File: src/rtl/cycle_watchdog_pkg.sv
// Shared types and defaults for the cycle watchdog.
// Optional early-warning output is enabled with CYCLE_WATCHDOG_WARN_EN.
package cycle_watchdog_pkg;

    localparam int CNT_W_DEFAULT = 32;

    typedef enum logic [1:0] {
        IDLE    = 2'd0,
        RUN     = 2'd1,
        EXPIRED = 2'd2
    } wd_state_t;

endpackage

File: src/rtl/cycle_watchdog_if.sv
// Control/status bundle of the cycle watchdog; master drives, watchdog is the slave.
// warn_thresh/warn exist only when CYCLE_WATCHDOG_WARN_EN is defined.
interface cycle_watchdog_if
    import cycle_watchdog_pkg::*;
#(
    parameter int CNT_W = CNT_W_DEFAULT
);
    logic             enable;
    logic             kick;
    logic [CNT_W-1:0] limit;
    logic [CNT_W-1:0] count;
    logic             expired;
    logic             timeout;
    logic             busy;
`ifdef CYCLE_WATCHDOG_WARN_EN
    logic [CNT_W-1:0] warn_thresh;
    logic             warn;
`endif

    modport master (
        output enable, kick, limit,
`ifdef CYCLE_WATCHDOG_WARN_EN
        output warn_thresh,
        input  warn,
`endif
        input  count, expired, timeout, busy
    );

    modport slave (
        input  enable, kick, limit,
`ifdef CYCLE_WATCHDOG_WARN_EN
        input  warn_thresh,
        output warn,
`endif
        output count, expired, timeout, busy
    );

endinterface

File: src/rtl/cycle_watchdog.sv
// Cycle watchdog: counts cycles while armed, expires at count >= limit, restarted by kick.
// Define CYCLE_WATCHDOG_WARN_EN to add the registered early-warning output.
module cycle_watchdog
    import cycle_watchdog_pkg::*;
#(
    parameter int CNT_W = CNT_W_DEFAULT
) (
    input logic             clk,
    input logic             rst,
    cycle_watchdog_if.slave wd
);

    wd_state_t        state;
    wd_state_t        next_state;
    logic [CNT_W-1:0] count;
    logic [CNT_W-1:0] next_count;
    logic             fire;

    // Disarm beats kick and expiry; kick beats expiry inside RUN.
    // The count cannot wrap: at all-ones, count >= limit holds for any limit.
    always_comb begin
        next_state = state;
        next_count = count;
        fire       = 1'b0;
        if (!wd.enable) begin
            next_state = IDLE;
            next_count = '0;
        end else begin
            case (state)
                IDLE: begin
                    next_state = RUN;
                    next_count = '0;
                end
                RUN: begin
                    if (wd.kick) begin
                        next_count = '0;
                    end else if (count >= wd.limit) begin
                        next_state = EXPIRED;
                        fire       = 1'b1;
                    end else begin
                        next_count = count + CNT_W'(1);
                    end
                end
                EXPIRED: begin
                    if (wd.kick) begin
                        next_state = RUN;
                        next_count = '0;
                    end
                end
                default: begin
                    next_state = IDLE;
                    next_count = '0;
                end
            endcase
        end
    end

    // Outputs are registered from next-state values so they line up with the count.
    always_ff @(posedge clk) begin
        if (rst) begin
            state      <= IDLE;
            count      <= '0;
            wd.expired <= 1'b0;
            wd.timeout <= 1'b0;
            wd.busy    <= 1'b0;
`ifdef CYCLE_WATCHDOG_WARN_EN
            wd.warn    <= 1'b0;
`endif
        end else begin
            state      <= next_state;
            count      <= next_count;
            wd.expired <= (next_state == EXPIRED);
            wd.timeout <= fire;
            wd.busy    <= (next_state == RUN);
`ifdef CYCLE_WATCHDOG_WARN_EN
            wd.warn    <= (next_state == RUN) && (next_count >= wd.warn_thresh);
`endif
        end
    end

    assign wd.count = count;

endmodule

File: src/flat_wrapper.sv
// flat-port wrapper written by rule: the top's interface ports become plain ports
module cycle_watchdog_flat import cycle_watchdog_pkg::*;
#(
    parameter int CNT_W = CNT_W_DEFAULT
)
  (clk, rst, wd_enable, wd_kick, wd_limit, wd_count, wd_expired, wd_timeout, wd_busy);
  cycle_watchdog_if #(.CNT_W(CNT_W)) wd_i ();
  input logic clk;
  input logic rst;
  input wire logic [$bits(wd_i.enable)-1:0] wd_enable;
  input wire logic [$bits(wd_i.kick)-1:0] wd_kick;
  input wire logic [$bits(wd_i.limit)-1:0] wd_limit;
  output wire logic [$bits(wd_i.count)-1:0] wd_count;
  output wire logic [$bits(wd_i.expired)-1:0] wd_expired;
  output wire logic [$bits(wd_i.timeout)-1:0] wd_timeout;
  output wire logic [$bits(wd_i.busy)-1:0] wd_busy;
  assign wd_i.enable = wd_enable;
  assign wd_i.kick = wd_kick;
  assign wd_i.limit = wd_limit;
  assign wd_count = wd_i.count;
  assign wd_expired = wd_i.expired;
  assign wd_timeout = wd_i.timeout;
  assign wd_busy = wd_i.busy;
  cycle_watchdog #(.CNT_W(CNT_W)) u_core (.clk(clk), .rst(rst), .wd(wd_i));
endmodule
File: config.mk
export PLATFORM = sky130hd
export DESIGN_NAME = cycle_watchdog_flat
export DESIGN_NICKNAME = d
export VERILOG_FILES = /design/src/rtl/cycle_watchdog_pkg.sv /design/src/rtl/cycle_watchdog_if.sv /design/src/rtl/cycle_watchdog.sv /design/src/flat_wrapper.sv
export SDC_FILE = /design/constraint.sdc
export NUM_CORES = 1
export LEC_CHECK = 0
export CAP_MARGIN = 20
export CORE_ASPECT_RATIO = 0.8
export CORE_MARGIN = 5
export CORE_UTILIZATION = 45
export DETAILED_ROUTE_END_ITERATION = 10
export DONT_BUFFER_PORTS = 1
export GPL_ROUTABILITY_DRIVEN = 0
export PLACE_DENSITY = 0.73
export SLEW_MARGIN = 20
export SYNTH_ARGS = -nofsm -noshare
export SYNTH_HDL_FRONTEND = slang
export SYNTH_SLANG_ARGS = --single-unit
File: constraint.sdc
create_clock -name clk -period 2.3 [get_ports clk]
set_input_delay 0.345 -clock clk [delete_from_list [all_inputs] [get_ports clk]]
set_output_delay 0.345 -clock clk [all_outputs]
set_load 0.05 [all_outputs]
==> impl_metrics.yaml <==
place:
  dp_hpwl_mm: 5.48
  dp.cells: 455
  port_buffers: 0
  place_area_um2: 3220
synth:
  synth_flop_cell: "dfxtp_1"
  ys_types: 43
  synth_edf_count: 0
  synth_nets: 406
  yosys.area.top_type: "dfxtp_1"
  avgSynthCellArea_um2: 8.12
  synth.yosys.seq_area_share: 0.271
  synthesis.area_um2: 2740
  synth-async-reset-ratio: 0
  syn-instance-count: 337
  yosysMostFrequentCell: "inv_1"
  netlist_top_cells_count: "inv_1 (39), dfxtp_1 (37), ha_1 (33)"
  synth.top_cell.area_share: 0.271
  synthTopCellsByArea: "dfxtp_1 (27%), ha_1 (15%), a221o_1 (7.0%)"
  ys_warn_count: 0
  ys_ff_latch: 37
cts:
  htreeDepth: 2
  path_clk_slew_ns: 0.08
  clock_sinks: 37
  clk_latency_ns: 0.29
  clk_path_buf_depth: 2
  cts-root-buf: "clkbuf_8"
  cts_buffers: 5
  cts_hold_buf: 0
  cts_tree: "yes"
timing:
  finalSetupViolCount: 35
  slew-limit-headroom: 0.602
  tightest_slew_ns: 0.595
  fmax_mhz: 399
  slew_viol_final: 0
  finalCritPeriodShare: 1.09
  finalWorstPathRequiredPeriod_ns: 2.51
  tns_ns: -4.98
  setup_ws_ns: -0.206
  grt_setup_unrepaired: "yes"
  hold_viol_final: 0
  holdWs_ns: 0.234
  fin_skew_ns: 0.00687
detailed_routing:
  first_pass_iters: 5
  wl_per_cell_um: 17.3
  num_vias: 2846
  ant_nets: 0
  drc: 0
  drt_iter0_drc: 295
  routed_via_density: 5.98
  routed_wl_mm: 8.24
outcome:
  violations: "setup timing"
  status: "finished with violations"
worst_setup_path:
  worst_setup_path_start_kind: "flop"
  cp_max_fo: 8
  arrival_ns: 2.69
  endpoint_kind: "flop"
  required_ns: 2.48
  crit_type: "flop to flop"
floorplanning:
  core_um2: 5910
  io_pins: 71
  die_height_um: 79.7
  die_x_um: 97.2
  row_count: 25
  die_area_um2: 7750
  start_util: 0.463
power_and_ir_drop:
  ir_drop_mv: 0.203
  power_switching_uw: 301
  clkPwrFrac: 0.403
  swShare: 0.246
  intPower_uw: 924
  p_leak_nw: 1.65
  power_density_nw_per_um2: 341
  combinationalPowerShare: 0.072
  seq_power_share: 0.525
finish:
  nNetsFinal: 463
  final_core_util: 0.608
  fin_cells: 476
  n_antenna_cell: 0
  final_layout_size_suffix_gt1_frac: 0.284
  fillCellCount: 503
  final_area_um2: 3600
  area_delta_synth_final_pct: 31.4
grt:
  grtUsageTotal: 0.211
  grt_max_degree: 20
  gr-total-overflow: 0
  antenna_found_initial: 0
  grt_pass1_wl_mm: 13.4
  grt_pass1_vias: 2765
min_path:
  hold_class: "primary input to flop"
run:
  max-cap-violations: 0
what timing repair did:
item / CTS / global route
cloned: 4 / 1
setup buffers: 7 / 1
pin swaps: 12 / 1
gates resized for setup: 15 / 5
setup endpoints to repair: 37 / 36
cell usage in the layout, fill, tap and decap left out, types with 4 or more instances in the layout:
master    count
nand2_1      30
and3_1        5
dfxtp_2      19
xor2_1        7
a22o_1       10
inv_1        38
ha_4          4
a221o_1      19
a21o_1        5
nand3_1      13
a31oi_1       4
dfxtp_1      15
clkbuf_8      6
ha_1         29
buf_4        53
o21ai_0       6
a21oi_1      11
nor2_1       22
nor3_1       22
nand4_1      18
registers in the layout, summed over array words and instances, names as in the netlist:
| register | count |
|---|---|
| u_core.wd.expired | 1 |
| u_core.wd.timeout | 1 |
| u_core.wd.count | 32 |
| u_core.wd.busy | 1 |
| u_core.state | 2 |
per-layer routing:
layer / wire length [µm] / track usage / vias to the layer above
met5: 0 / 0 / -
met4: 123 / 0.0477 / 0
met3: 724 / 0.0550 / 15
met2: 3760 / 0.353 / 133
met1: 3630 / 0.273 / 1332
li1: - / - / 1366
power groups by stage:
stage                     combinational [mW]  sequential, mW  clock, mW
final                                 0.0876           0.644      0.494
after global routing                   0.101           0.644      0.526
after CTS                             0.0811           0.644      0.498
after detailed placement              0.0735           0.659          0
after global placement                0.0701           0.659          0
after floorplan                       0.0546           0.660          0
critical path: stages (launching register included):
cell and delay (ns):
dfxtp_4 0.36, ha_4 0.21, a21o_1 0.15, a21o_1 0.15
a21o_1 0.19, o41a_1 0.44, buf_6 0.15, o31a_4 0.39
a221o_1 0.34
worst paths after layout:
kind,start,slack (ns),depth (start not counted),end
min,wd_enable,0.23,2,u_core.wd.busy$_SDFF_PP0_
min reg2reg,u_core.state[0]$_SDFF_PP0_,0.54,1,u_core.wd.busy$_SDFF_PP0_
max,u_core.wd.count[13]$_SDFFE_PP0P_,-0.21,8,u_core.wd.count[12]$_SDFFE_PP0P_
max reg2reg,u_core.wd.count[13]$_SDFFE_PP0P_,-0.21,8,u_core.wd.count[12]$_SDFFE_PP0P_
final cells by class:
class,count,area [µm²],share of cell area
clock buffer,8,90.1,0.0251
multi-input combinational,250,1940,0.538
sequential,37,776,0.216
inverter,39,149,0.0414
timing repair buffer,61,544,0.151
tap,81,101,0.0282
cells by family after synthesis:
| family | share of synthesized area |
|---|---|
| AOI/OAI and AO/OA | 0.195 |
| xor gates and xnor gates | 0.0288 |
| adders and majority gates | 0.151 |
| buffers and inverters | 0.0800 |
| DFF | 0.271 |
| muxes | 0.00411 |
| and+or+nand+nor | 0.270 |
stage by stage:
| stage | setup slack (ns) | power (mW) |
|---|---|---|
| finish | -0.206 | 1.23 |
| global route | -0.311 | 1.27 |
| CTS | -0.185 | 1.22 |
| detailed placement | -0.482 | 0.732 |
| global placement | -0.581 | 0.729 |
| floorplan | -0.314 | 0.714 |
No activity file was read; power rests on OpenSTA's default activity.
